===== src/rtl/adar_spi_pkg.sv =====
// Shared types and frame-geometry constants for the ADAR-style SPI register slave.
package adar_spi_pkg;

    localparam int ADDR_WIDTH_DEF = 14;
    localparam int DATA_WIDTH_DEF = 8;

    // Frame layout with default widths: {R/W, reserved, address, data}, MSB first.
    localparam int FRAME_LEN = 2 + ADDR_WIDTH_DEF + DATA_WIDTH_DEF;
    localparam int RW_BIT    = FRAME_LEN - 1;

    typedef enum logic [2:0] {
        ST_IDLE    = 3'd0,
        ST_CMD     = 3'd1,
        ST_RD_WAIT = 3'd2,
        ST_DATA    = 3'd3,
        ST_DONE    = 3'd4
    } spi_state_e;

    function automatic int frame_len(input int addr_width, input int data_width);
        return 2 + addr_width + data_width;
    endfunction

endpackage


===== src/rtl/adar_spi_sync_edge.sv =====
// Two-flop synchronizer for an asynchronous pin, with single-cycle rise/fall pulses.
module adar_spi_sync_edge
    import adar_spi_pkg::*;
#(
    parameter logic RST_VAL = 1'b0
) (
    input  logic clk,
    input  logic rst,
    input  logic din,
    output logic sync,
    output logic rise,
    output logic fall
);

    logic meta;
    logic prev;

    // NOTE: non-blocking assignments keep meta -> sync -> prev a real three-stage pipeline.
    always_ff @(posedge clk or posedge rst) begin
        if (rst) begin
            meta <= RST_VAL;
            sync <= RST_VAL;
            prev <= RST_VAL;
        end else begin
            meta <= din;
            sync <= meta;
            prev <= sync;
        end
    end

    assign rise = sync & ~prev;
    assign fall = ~sync & prev;

endmodule


===== src/rtl/adar_spi_slave.sv =====
// SPI register-access slave: decodes {R/W, rsvd, addr, data} frames in the clk domain
// and issues single-cycle register read/write commands.
module adar_spi_slave
    import adar_spi_pkg::*;
#(
    parameter int ADDR_WIDTH = ADDR_WIDTH_DEF,
    parameter int DATA_WIDTH = DATA_WIDTH_DEF
) (
    input  logic                  clk,
    input  logic                  rst,
    input  logic                  sclk,
    input  logic                  csb,
    input  logic                  mosi,
    input  logic [1:0]            spi_mode,
    output logic                  miso,
    output logic                  miso_oe,
    output logic                  reg_wr_valid,
    output logic                  reg_rd_req,
    output logic [ADDR_WIDTH-1:0] reg_addr,
    output logic [DATA_WIDTH-1:0] reg_wdata,
    input  logic                  reg_rd_valid,
    input  logic [DATA_WIDTH-1:0] reg_rdata,
    output logic                  frame_err
);

    localparam int FLEN    = frame_len(ADDR_WIDTH, DATA_WIDTH);
    localparam int CMD_LEN = 2 + ADDR_WIDTH;
    localparam int CW      = $clog2(FLEN + 1);
    localparam int RXW     = (ADDR_WIDTH > DATA_WIDTH) ? ADDR_WIDTH : DATA_WIDTH;

    localparam logic [CW-1:0] CMD_LAST   = CW'(CMD_LEN - 1);
    localparam logic [CW-1:0] FRAME_LAST = CW'(FLEN - 1);

    logic sclk_s, sclk_rise, sclk_fall;
    logic csb_s, csb_rise, csb_fall;
    logic mosi_meta, mosi_s;

    adar_spi_sync_edge #(.RST_VAL(1'b0)) u_sync_sclk (
        .clk  (clk),
        .rst  (rst),
        .din  (sclk),
        .sync (sclk_s),
        .rise (sclk_rise),
        .fall (sclk_fall)
    );

    adar_spi_sync_edge #(.RST_VAL(1'b1)) u_sync_csb (
        .clk  (clk),
        .rst  (rst),
        .din  (csb),
        .sync (csb_s),
        .rise (csb_rise),
        .fall (csb_fall)
    );

    always_ff @(posedge clk or posedge rst) begin
        if (rst) begin
            mosi_meta <= 1'b0;
            mosi_s    <= 1'b0;
        end else begin
            mosi_meta <= mosi;
            mosi_s    <= mosi_meta;
        end
    end

    // An sclk edge is a sample edge when it lands on the level CPOL XNOR CPHA.
    logic sclk_edge, sample_lvl, sample_edge, shift_edge;
    assign sclk_edge   = sclk_rise | sclk_fall;
    assign sample_lvl  = (spi_mode[1] == spi_mode[0]);
    assign sample_edge = sclk_edge & (sclk_s == sample_lvl);
    assign shift_edge  = sclk_edge & (sclk_s != sample_lvl);

    assign miso_oe = ~csb_s;

    spi_state_e          state;
    logic [CW-1:0]       bit_cnt;
    logic [RXW-2:0]      rx_sr;
    logic [RXW-1:0]      rx_nxt;
    logic [DATA_WIDTH-1:0] tx_sr;
    logic                is_read;
    logic                blocked;
    logic [1:0]          settle;

    assign rx_nxt = {rx_sr, mosi_s};

    always_ff @(posedge clk or posedge rst) begin
        if (rst) begin
            state        <= ST_IDLE;
            bit_cnt      <= '0;
            rx_sr        <= '0;
            tx_sr        <= '0;
            is_read      <= 1'b0;
            blocked      <= 1'b1;
            settle       <= 2'd0;
            miso         <= 1'b0;
            reg_wr_valid <= 1'b0;
            reg_rd_req   <= 1'b0;
            reg_addr     <= '0;
            reg_wdata    <= '0;
            frame_err    <= 1'b0;
        end else begin
            reg_wr_valid <= 1'b0;
            reg_rd_req   <= 1'b0;
            frame_err    <= 1'b0;

            // After reset, wait for the synchronizer to settle and csb to read high
            // so a frame already in flight is never half-decoded.
            if (settle != 2'd3) settle <= settle + 2'd1;
            if (blocked && settle == 2'd3 && csb_s) blocked <= 1'b0;

            if (csb_fall && !blocked) begin
                state   <= ST_CMD;
                bit_cnt <= '0;
                rx_sr   <= '0;
                tx_sr   <= '0;
                is_read <= 1'b0;
                miso    <= 1'b0;
            end else if (csb_rise) begin
                if (state != ST_IDLE && state != ST_DONE) frame_err <= 1'b1;
                state <= ST_IDLE;
                miso  <= 1'b0;
            end else begin
                case (state)
                    ST_CMD: begin
                        if (sample_edge) begin
                            rx_sr   <= rx_nxt[RXW-2:0];
                            bit_cnt <= bit_cnt + 1'b1;
                            if (bit_cnt == '0) is_read <= mosi_s;
                            if (bit_cnt == CMD_LAST) begin
                                reg_addr <= rx_nxt[ADDR_WIDTH-1:0];
                                if (is_read) begin
                                    reg_rd_req <= 1'b1;
                                    state      <= ST_RD_WAIT;
                                end else begin
                                    state <= ST_DATA;
                                end
                            end
                        end
                    end
                    ST_RD_WAIT: begin
                        if (reg_rd_valid) begin
                            tx_sr <= reg_rdata;
                            state <= ST_DATA;
                        end else if (shift_edge) begin
                            // Response missed the first data shift edge: send zeros.
                            tx_sr     <= '0;
                            miso      <= 1'b0;
                            frame_err <= 1'b1;
                            state     <= ST_DATA;
                        end
                    end
                    ST_DATA: begin
                        if (shift_edge && is_read) begin
                            miso  <= tx_sr[DATA_WIDTH-1];
                            tx_sr <= {tx_sr[DATA_WIDTH-2:0], 1'b0};
                        end
                        if (sample_edge) begin
                            rx_sr   <= rx_nxt[RXW-2:0];
                            bit_cnt <= bit_cnt + 1'b1;
                            if (bit_cnt == FRAME_LAST) begin
                                if (!is_read) begin
                                    reg_wdata    <= rx_nxt[DATA_WIDTH-1:0];
                                    reg_wr_valid <= 1'b1;
                                end
                                miso  <= 1'b0;
                                state <= ST_DONE;
                            end
                        end
                    end
                    ST_DONE: miso <= 1'b0;
                    default: state <= ST_IDLE;
                endcase
            end
        end
    end

endmodule


===== config.mk =====
export PLATFORM = sky130hd
export DESIGN_NAME = adar_spi_slave
export DESIGN_NICKNAME = d
export VERILOG_FILES = /design/src/rtl/adar_spi_pkg.sv /design/src/rtl/adar_spi_sync_edge.sv /design/src/rtl/adar_spi_slave.sv
export SDC_FILE = /design/constraint.sdc
export NUM_CORES = 1
export LEC_CHECK = 0
export ABC_AREA = 1
export BUFFER_PORTS_ARGS = -buffer_cell sky130_fd_sc_hd__buf_4
export CORE_MARGIN = 3
export CORE_UTILIZATION = 40
export CTS_BUF_LIST = sky130_fd_sc_hd__clkbuf_2 sky130_fd_sc_hd__clkbuf_4 sky130_fd_sc_hd__clkbuf_8
export DETAILED_ROUTE_END_ITERATION = 12
export GPL_TIMING_DRIVEN = 0
export SLEW_MARGIN = 20
export SYNTH_ARGS = -nofsm -noshare
export SYNTH_HDL_FRONTEND = slang
export SYNTH_SLANG_ARGS = --single-unit

===== constraint.sdc =====
create_clock -name clk -period 2.93 [get_ports clk]
set_input_delay 0.586 -clock clk [delete_from_list [all_inputs] [get_ports clk]]
set_output_delay 0.586 -clock clk [all_outputs]
set_load 0.1 [all_outputs]

==> run summary, run 1 <==
The analysis attributes to cell leakage a power of 1.84 nW. The tools report the number of ports placed on the die boundary as 43. The proportion of layout cells with a drive suffix above 1 was 25.7%; the netlist area before placement was 3180 um^2. Setup repair after global routing left no endpoint under its margin. The via count of the first global-routing pass was 2380; the synthesized area divided by synthesized cell count was 8.86 um^2. For the number of setup buffers added after CTS, the log shows 0. Wires add up to 6.43 mm. The number of I/O port buffers was 41; the wire length per cell after detailed routing was 12.5 um. Total power for the finished layout comes to 2.47 mW. Setup violations remaining at the end of the flow were counted as 0. For this block, the initial DRC count from the detailed router was 133. For the sequential cell area fraction in the yosys report, the log shows 52.9%. The critical path class is register to register. The synthesized netlist contains 38 unique library cells. The clock insertion delay at the later pin of the skew report was 350 ps. For this run, design rule violations remaining after detail routing come to 0.

In this run the worst hold path is classified as input port to async pin. Hold repair after CTS inserted 0 buffers. Leaving out fill and tap cells, the most frequent cell in the layout is nand2_1. Final worst clock skew: 9.97 ps.

The tree is rooted in a clkbuf_8. TritonCTS built the clock tree. The tools report the initial cell density of the core as 42.5%.

For the worst flop-to-flop path, the logic depth is 7. The tools report the aggregate negative setup slack as 0 ps. STA classifies the critical path startpoint as a register. The part of the cycle the worst path needs was 63.8%.

Measured along the y axis, the die boundary spans 95.2 um. The global router's overall resource usage was 15.7%; the number of standard cells after synthesis was 359. The tool flagged a number of max-cap violations equal to 0. Clock tree synthesis found a total of 67 sinks.

For the final weighted congestion in routability-driven placement, the log shows 0.836. At the worst endpoint, the required time is 3160 ps. The run gives 44 as the maximum number of pins on one net before global-route repair. Among all flip-flop cells after synthesis, the most frequent one is dfrtp_1.

The number of vias after detailed routing was 2441. After detailed routing, the number of vias per cell comes to 4.74. The async set-reset flop share out of synthesis is 100%. For the final count of hold timing violations, the log shows 0. The flow ran to the end, and the final reports show no timing, DRC or antenna violations. During synthesis, Yosys emitted a total of 0 warnings. The power density over cell area came out at 649 nW/um^2. At the pin with the least slew margin, the transition time is 443 ps. The tools report the number of antenna violations at the first check in global routing as 0. Along the worst path, the maximum fanout reaches 10. In this run, CTS created clock tree buffers numbering 9. The tools report the number of levels the H-tree was split into as 3. The number of placement rows came out at 31. The core region area is 7490 um^2. The wire length of the first global-routing pass came out at 10.9 mm. The library cells used most frequently in the layout, excluding fill and tap cells, are 99 x nand2_1, 63 x dfrtp_1, 42 x buf_4. Static timing analysis puts the maximum clock frequency at 535 MHz.

For the post-detailed-placement half-perimeter wirelength, the log shows 4.61 mm. At the worst endpoint, the arrival time is 2100 ps. The first-pass iteration count of the detailed router was 4. Once detail routing completed, the nets flagged for antenna violations numbered 0. The layout overhead on the synthesized area is 19.6%, and the total grt overflow is 0. The number of inserted diodes is 0. The tools report the peak supply drop as 0.212 mV. In this run the deepest clock path goes through 2 buffers. The number of synthesized flops with an enable pin is 0. The number of gates given a new drive strength after cts was 0; the post-route minimum period was 1870 ps. The die width was 95.2 um; the clock-pin transition on the worst setup and hold timing paths was 70 ps. The number of nets in the final layout was 432. The die covers 9050 um^2.

The post-synthesis sequential element count works out to 67. The element type at the critical path end was a register. The worst-case headroom to the max-slew limit is 70.5%, and the final number of max-transition violations is 0.

Counting every net in the synthesized netlist gives 379.
==> cells in the mapped netlist, types with 2 or more instances <==
cell type / count / area, um^2
dfstp_2: 4 / 105
dfrtp_1: 63 / 1580
buf_2: 4 / 20.0
nand4_1: 5 / 31.3
nor2_4: 2 / 22.5
nand2_2: 3 / 18.8
clkbuf_1: 2 / 7.51
inv_1: 39 / 146
ha_1: 4 / 50.1
nand3_1: 27 / 135
o21ai_1: 9 / 45.0
o21ai_2: 13 / 114
buf_6: 2 / 22.5
nor2_2: 2 / 12.5
nor2_1: 17 / 63.8
nand2_1: 99 / 372
nand3_2: 3 / 30.0
o21ai_0: 29 / 145
inv_2: 4 / 15.0
xor2_1: 2 / 17.5
a21oi_1: 9 / 45.0
==> logic make-up after synthesis <==
logic type      share of synthesized area (%)
simple gates                             23.8
compound gates                           12.8
mux                                     0.354
flops                                    52.9
fa+ha+maj                                1.57
xor+xnor                                0.827
buf+inv                                  7.71
==> cell type report <==
cell class,instances,area (um^2)
repair buffers,42,328
well taps,99,124
fillers,727,3680
clock buffers,10,138
flip-flops and latches,67,1680
inverters,44,170
clock inverters,5,30.0
plain buffers,11,77.6
multi-input cells,237,1250
==> path summary, 6_finish.rpt <==
path | slack [ps] | endpoint | startpoint
setup / recovery | 1060 | state[0]$_DFFE_PP0P_ | u_sync_csb.sync$_DFF_PP1_
setup reg to reg | 1060 | state[0]$_DFFE_PP0P_ | u_sync_csb.sync$_DFF_PP1_
hold / removal | 210 | reg_wr_valid$_DFF_PP0_ | rst
hold reg to reg | 360 | u_sync_csb.sync$_DFF_PP1_ | u_sync_csb.meta$_DFF_PP1_
min in group clk | 350 | u_sync_csb.meta$_DFF_PP1_ | csb
max in group asynchronous | 2190 | state[2]$_DFFE_PP0P_ | rst
==> report_power, final <==
part           leakage (nW)  switching, mW  internal [mW]
registers             0.883          0.111           1.07
clock network        0.0839          0.346          0.320
logic                 0.875          0.417          0.207
total                  1.84          0.874           1.59
==> per-layer routing <==
layer  vias to the layer above  part of all wire [%]  track usage, %
li1                       1263                     -               -
met1                      1123                    48            21.2
met2                        51                    46            23.8
met3                         4                   5.0            4.34
met4                         0                  0.82            6.13
met5                         -                     0               0
==> sequential cells by signal (all words and copies together) (netlist names), 2 cells and up <==
signal / count
settle: 2
reg_addr: 14
tx_sr: 8
bit_cnt: 5
rx_sr: 13
state: 3
reg_wdata: 8
==> through the flow <==
stage	utilization [%]	hold WS, ps	instance area, um^2	setup slack [ps]	std cells
floorplan	-	331	3180	667	359
global placement	48.2	333	3610	-212	499
detailed placement	48.5	339	3630	1080	500
CTS	50.8	209	3800	1060	515
global route	50.8	228	3800	911	515
finish	50.8	212	3800	1060	515
==> critical path, cell delays in order, from the launching register on <==
cell and delay, ps:
dfstp_2 560, inv_2 70, nand3_2 160, buf_2 250, clkbuf_1 390, o21ai_0 180, nand2_1 100, nand2_1 50
Power figures use the tool's default switching activity.
==> run 2: changes to the inputs <==
--- a/config.mk
+++ b/config.mk
@@ -5,7 +5,7 @@
 export SDC_FILE = /design/constraint.sdc
 export NUM_CORES = 1
 export LEC_CHECK = 0
-export ABC_AREA = 1
+export ABC_AREA = 0
 export BUFFER_PORTS_ARGS = -buffer_cell sky130_fd_sc_hd__buf_4
 export CORE_MARGIN = 3
 export CORE_UTILIZATION = 40
==> constraint.sdc (replaced) <==
create_clock -name clk -period 1.6 [get_ports clk]
set_input_delay 0.32 -clock clk [delete_from_list [all_inputs] [get_ports clk]]
set_output_delay 0.32 -clock clk [all_outputs]
set_load 0.1 [all_outputs]
==> run 2 against run 1 <==
  * The run now ends with setup timing left
  * Clock power grew to 2.6 times the previous value
  * Hold slack worse by 140 ps
  * Sequential share of layout area shrank 5.2 points
  * Count of clock-buffer cells in the layout stayed put
  * Critical path depth grew 1
  * Flip-flop and latch count unchanged
  * Maximum frequency is 1.8% higher
  * Global-route usage hardly changed
  * First-iteration DRC count fell by 9.8%
==> run summary, run 2 <==
For this run, the top clock speed supported by timing is 545 MHz. Once the floorplan was initialized, standard cells occupied 42.6% of the core. For this run, the leading register cell type out of synthesis is dfrtp_1. IR analysis of the VDD net gives a maximum drop of 0.443 mV. After detailed routing, the number of remaining DRC violations is 0. The later pin in the worst-skew pair is clocked with a latency of 350 ps.

The run gives 328 as the number of nets in the final layout. Summing the areas of all compound-gate instances in the mapped netlist gives 13.0% of the synthesized area. The cell with the most instances after synthesis was dfrtp_1. The minimum setup slack after placement was -409 ps. Launch instance of the worst min-delay path: mosi. The share of the synthesized area in the top cell type works out to 52.4%.

The worst setup path is captured at a register. Subtracting the final worst setup slack from the clock period gives 1840 ps. Global routing finished with a remaining overflow of 0. The run gives 10.4 mm as the wire length of the first global-routing pass. The instance area at placement was 3570 um^2; the number of levels the H-tree was split into was 3.

Share of synthesized area spent on multiplexers: 12.6%. The checks that failed: setup timing. The logs give -235 ps for the worst setup margin and 120 for the violation count after the first detailed-routing iteration. The number of standard cells after synthesis was 231.

The power density over cell area came out at 941 nW/um^2. The core region area is 7060 um^2, and the number of antenna violations at the first check in global routing is 0. Setup repair after global routing could not meet its margin everywhere. The startpoint identified for the worst register-to-register timing path is bit_cnt[1]$_DFFE_PP0P_. In the routed layout, each cell is associated on average with a via count of 5.18. The endpoint identified for the worst register-to-register timing path is reg_addr[0]$_DFFE_PP0P_. The die height is 92.7 um.

Entering global routing, the biggest net connects 33 pins. Of all cell types, the one taking the most synthesized area is dfrtp_1. The largest register by flop count is reg_addr. The adder and majority cell fraction of the synthesized area came out at 1.66%. The tools report the CTS root buffer as clkbuf_8. By area, the combinational part of the netlist is dominated by compound AO/OA/AOI/OAI gates.

The run gives 581 as the filler cell count. The slew of the pin with the lowest slew margin was 462 ps; the flip-flop count of the largest register, all copies and words added was 14. The tools report the area enclosed by the die boundary as 8590 um^2. Max-cap violations in this run came to 0.

The number of cells on the worst hold path came out at 1. The kind of launch point of the worst setup path is a register. The analysis attributes to cell leakage a power of 2.06 nW. The tools report the maximum buffer depth of the clock tree as 2.

The required time reported for the critical path endpoint was 1830 ps. In this run the cell area of the synthesized design comes to 3010 um^2. Yosys printed 0 warnings. The peak fanout along the critical path was 10; the final count of hold timing violations was 0.

43 I/O pins were placed. In the final layout, the multi-input gates occupy 1550 um^2. Sequential elements use 55.9% of the synthesized area. In the layout the commonest cells are 62 x dfrtp_1, 59 x buf_4, 23 x mux2_4. The number of antenna diodes in the final layout is 0. For the via count of the first global-routing pass, the log shows 2091. The synthesized-area fraction occupied by xor and xnor cells works out to 1.41%. Hold timing on the final database bottoms out at a slack of 71.8 ps. In this run the tool buffered the top-level ports with 42 buffer cells. The synthesized design contains 67 register bits. The worst setup path is of the register to register kind. The tightest min-delay check is of the input port to register type. After synthesis, the share of flip-flops with an asynchronous set or reset is 100%. Register-to-register setup slack: -240 ps. Of the total synthesized cell area, the portion taken by AND, OR, NAND and NOR gates is 12.1%.

Row generation in the floorplan step produced 30 rows. Adding up every negative setup slack in the final design gives -5140 ps. Yosys attributes the largest share of cell area to dfrtp_1 52%, mux2_4 8.5%, a22o_1 4.4%, dfstp_2 3.5%, mux2_2 3.0%.

The first-pass iteration count of the detailed router is 4. The worst hold path terminates at mosi_meta$_DFF_PP0_. In the final layout, the registers with the most flip-flops are reg_addr: 14 flops, rx_sr: 13 flops.

Between clock sinks in the finished design, the worst skew comes to 9.39 ps. The run gives 409 as the non-filler instance count after layout. The global router's overall resource usage was 15.7%; the total CTS buffers was 9. Number of synthesized flops with an enable pin: 0. The number of vias after detailed routing was 2120.

Total wirelength of the detailed-routed design: 6.59 mm. The total of endpoints with negative setup slack in the final report is 34, and the final standard cell area without fillers is 4320 um^2. The proportion of layout cells with a drive suffix above 1 came out at 54.0%.

The detail route stage leaves a number of antenna-violating nets equal to 0. The clock-pin transition on the worst setup and hold timing paths came out at 80 ps. The final number of max-transition violations is 0. Averaged over all synthesized cells, the footprint is 13.0 um^2. Post-detailed-placement half-perimeter wirelength: 4.06 mm. The wire length per cell after detailed routing was 16.1 um. TritonCTS built the clock tree. The number of different library cells used by synthesis comes to 52. The die width came out at 92.7 um. STA puts the critical path data arrival time at 2070 ps.

The total instance count after detailed placement is 371. Leaving out fill and tap cells, the most frequent cell in the layout is dfrtp_1. Measured against its own limit, the worst slew margin works out to 69.2%. The final critical path takes up 115% of the cycle. The worst-case reg-to-reg path depth works out to 8. The congestion estimate from routability-driven global placement came to 0.774. The run finished, with violations left. The sequential cells in the finished layout cover a total of 1680 um^2. The layout overhead on the synthesized area came out at 43.5%. The number of nets handed over by synthesis was 251. By count the netlist is led by 63 x dfrtp_1, 17 x mux2_4, 15 x a22o_1, 10 x a21oi_1, 10 x nor2_1.

Counting every sink on the clock net gives 67.
==> run 2: cell types whose count changed after synthesis, sizes merged, moves of 9 or more <==
cell | before | now
nand3 | 31 | 7
nand2 | 103 | 8
a22o | 0 | 15
and3 | 0 | 9
mux2 | 1 | 25
inv | 44 | 7
nor2 | 22 | 13
o21ai | 51 | 4
==> run 2: layout make-up <==
class,count,share of cell area (%)
inverter,7,0.812
sequential,67,39.0
clock inverter,6,2.61
timing repair buffer,68,14.0
buffer,8,1.80
multi-input combinational,147,35.8
clock buffer,10,3.19
tap,96,2.78
==> run 2: through the flow <==
stage	total power, mW	utilization, %
2_1_floorplan	2.06	-
6_report	4.06	61.2
5_1_grt	4.23	61.2
3_5_place_dp	2.18	50.5
3_3_place_gp	2.16	49.9
4_1_cts	4.00	56.5
==> run 2: cells by family (layout without fill, tap and decap cells) <==
group / Yosys count / count (layout)
muxes: 28 / 28
DFF: 67 / 67
buffers and inverters: 17 / 99
adders and majority gates: 4 / 4
and+or+nand+nor: 60 / 60
xor gates and xnor gates: 4 / 4
AOI/OAI and AO/OA: 51 / 51
==> run 2: what timing repair did <==
| action | 4_1_cts | 5_1_grt |
|---|---|---|
| gates resized for setup | 23 | 43 |
| setup buffers | 9 | 14 |
| hold buffers | 1 | 0 |
| gates cloned | 0 | 1 |
| hold endpoints to repair | 14 | 0 |
| pin swaps | 4 | 15 |
| setup endpoints to repair | 52 | 46 |
==> run 2: how the worst max path moves through the flow <==
stage	from	to
global placement	spi_mode[0]	tx_sr[0]$_DFFE_PP0P_
detailed placement	spi_mode[0]	tx_sr[3]$_DFFE_PP0P_
CTS	bit_cnt[1]$_DFFE_PP0P_	state[0]$_DFFE_PP0P_
finish	bit_cnt[1]$_DFFE_PP0P_	reg_addr[0]$_DFFE_PP0P_
floorplan	state[2]$_DFFE_PP0P_	reg_wdata[0]$_DFFE_PP0P_
global route	bit_cnt[1]$_DFFE_PP0P_	state[0]$_DFFE_PP0P_
==> run 2: report_power, final <==
group	leakage (nW)	total (mW)	internal, mW	switching, mW
clock	0.126	1.74	1.08	0.656
sequential	0.890	1.79	1.74	0.0510
combinational	1.05	0.532	0.249	0.283
total	2.06	4.06	3.07	0.990
==> run 2: per-layer routing <==
metal | global-route usage, % | wire, um
met2 | 23.3 | 3100
met4 | 7.69 | 126
met1 | 21.1 | 3150
met3 | 4.47 | 214
met5 | 0 | 0
==> run 2: worst max-delay path, stage by stage (launching register included) <==
cell     delay (ps)
dfrtp_1         390
ha_2            200
and3_4          180
ha_4            160
nor2b_4         120
buf_4           130
nand3_4          80
buf_12          150
mux2_4          300
==> run 3: changes to the inputs <==
==> constraint.sdc (replaced) <==
create_clock -name clk -period 2 [get_ports clk]
set_input_delay 0.4 -clock clk [delete_from_list [all_inputs] [get_ports clk]]
set_output_delay 0.4 -clock clk [all_outputs]
set_load 0.1 [all_outputs]
==> run 3 against run 2 <==
  * The flow now finishes without violations
  * Critical path depth is the same
  * Register-to-register slack improved by 330 ps
  * Cell count decreased by 4.9%
  * Total power decreased by 30%
  * Clock skew up 1.5 ps
  * Global-route usage fell by 1.1 points
  * Wire length decreased by 13%
==> run summary, run 3 (synthesis gave the netlist of run 2 again) <==
The die covers 8590 um^2. The repair_antennas step left the layout with diodes totalling 0. The run finished with clean final reports. STA classifies the critical path endpoint as a register. The wire length per cell after detailed routing came out at 14.7 um.

The number of antenna violations at the first check in global routing was 0; the flip-flop and latch area was 1680 um^2. For the pin with the worst max-slew slack, the measured transition is 513 ps. Final worst clock skew: 10.9 ps. In the layout the commonest cells are 63 x dfrtp_1, 45 x buf_4, 17 x mux2_4. After detailed routing, the number of remaining DRC violations is 0. The register with the most flip-flops in the layout has 14 of them. During placement, the flow inserted port buffers numbering 42.

Data arrives at the worst endpoint at 2130 ps. After floorplanning, the core was sized to cover 7060 um^2. The worst setup margin was 91.6 ps.

For this run, the post-layout net count is 308. Measured against its own limit, the worst slew margin works out to 65.7%. The filler cell count is 663. In the final layout, the registers with the most flip-flops are reg_addr: 14 flops, rx_sr: 13 flops. The tools report the total grt overflow as 0. The die height was 92.7 um.

The final number of max-transition violations came out at 0. The worst path in the final design needs a cycle of 1910 ps, including I/O delays and setup. The via count of the first global-routing pass was 1994. No sink is reached through more buffers than the 2 on the longest clock path.

The total of endpoints with negative setup slack in the final report came out at 0. The violation count after the first detailed-routing iteration is 89. The tools report the global router's overall resource usage as 14.6%. The critical path class is register to register.

The multi-input logic area came out at 1260 um^2. The part of the cycle the worst path needs was 95.4%; the peak fanout along the critical path was 9. The final standard cell area without fillers is 3740 um^2, and the number of placement rows is 30. The peak supply drop was 0.373 mV. The run gives -204 ps as the minimum setup slack after placement. The number of ports placed on the die boundary came out at 43.

The tree is rooted in a clkbuf_8. The clock tree synthesis step divided the H-tree into 3 levels. Compared with the post-synthesis result, the final layout area differs by 24.5%. Clock latency on the worst-skew pair, taken at its later pin, is 340 ps. In this run the power density over the cells is 759 nW/um^2.

The total clock sinks was 67. Setup repair after global routing could not meet its margin everywhere. Leaving out fill and tap cells, the most frequent cell in the layout is dfrtp_1.

TritonCTS built the clock tree. The logs give 0 for the number of routed nets with antenna violations and 2220 ps for the required time reported for the critical path endpoint. The kind of launch point of the worst setup path was a register. The final layout contains routed wiring with a total length of 5.70 mm. The clock-pin transition on the worst setup and hold timing paths was 80 ps. Timing would allow up to 524 MHz. The logs give 3.99 mm for the post-detailed-placement half-perimeter wirelength and 4 for the first-pass iteration count of the detailed router.

In the final layout, the share of cells above drive strength 1 is 39.2%. In this run the static leakage power is 1.83 nW. The logs give 102 ps for the final-layout worst hold slack and 2024 for the number of vias after detailed routing. Routability-driven placement finished with a final weighted congestion of 0.792.

The wire length of the first global-routing pass is 9.66 mm, and the initial cell density of the core is 42.6%. In the routed layout, each cell is associated on average with a via count of 5.20. The final count of hold timing violations is 0, and the maximum number of pins on one net before global-route repair is 26.

The run gives 389 as the non-filler instance count after layout. The worst hold path class was input port to async pin. Largest register by flop count: reg_addr. Across the run, the number of max-cap violations was 0. Counting tap cells, the placed design contains a total of 371 instances. The die is 92.7 um wide.

Once placement finished, the instance area stood at 3490 um^2. TritonCTS created 9 clock buffers. The tools report the aggregate negative setup slack as 0 ps.
## run 3: routing by layer
metal	track usage, %	routed length, um
met1	20.3	2710
met2	21.1	2670
met3	3.25	188
met4	7.57	124
met5	0	0
## run 3: timing repair
action	in CTS	in global routing
gates cloned	0	0
setup buffers	2	0
setup endpoints to repair	19	30
resized for setup	3	5
pin swaps	0	2
hold buffers	0	0
## run 3: report_power, final
part	internal (mW)	leakage, nW	switching, mW
logic	0.122	0.838	0.171
clock network	0.583	0.0962	0.535
registers	1.39	0.892	0.0363
total	2.10	1.83	0.743
## run 3: path summary, 6_finish.rpt
kind	start	end	slack [ps]	cells past startpoint
max	state[2]$_DFFE_PP0P_	reg_wdata[2]$_DFFE_PP0P_	90	8
max reg2reg	state[2]$_DFFE_PP0P_	reg_wdata[2]$_DFFE_PP0P_	90	8
min	rst	miso$_DFFE_PP0P_	100	2
min reg2reg	mosi_meta$_DFF_PP0_	mosi_s$_DFF_PP0_	350	0
max in group asynchronous	rst	is_read$_DFFE_PP0P_	1240	4
min in group clk	csb	u_sync_csb.meta$_DFF_PP1_	170	1
## run 3: final cells by class
type                            count  share of cell area [%]
Inverter                            7                   0.802
Sequential cell                    67                    44.9
Tap cell                           96                    3.21
Clock buffer                        9                    3.31
Timing Repair Buffer               46                    10.1
Buffer                             10                    1.94
Multi-Input combinational cell    147                    33.7
Clock inverter                      7                    2.04
## run 3: metrics by stage
stage                     utilization, %  total power, mW
after floorplan                        -             1.63
after global placement              48.8             1.72
after detailed placement            49.5             1.73
after CTS                           52.7             2.88
after global routing                53.0             2.99
final                               53.0             2.84
## run 3: worst max-delay path, cell delays in order (launching register included)
cell and delay [ps]:
dfrtp_1 370, buf_6 140, nor2b_4 160, and2_1 160
buf_6 130, nand3_2 80, a211o_1 290, buf_6 160
mux2_4 290
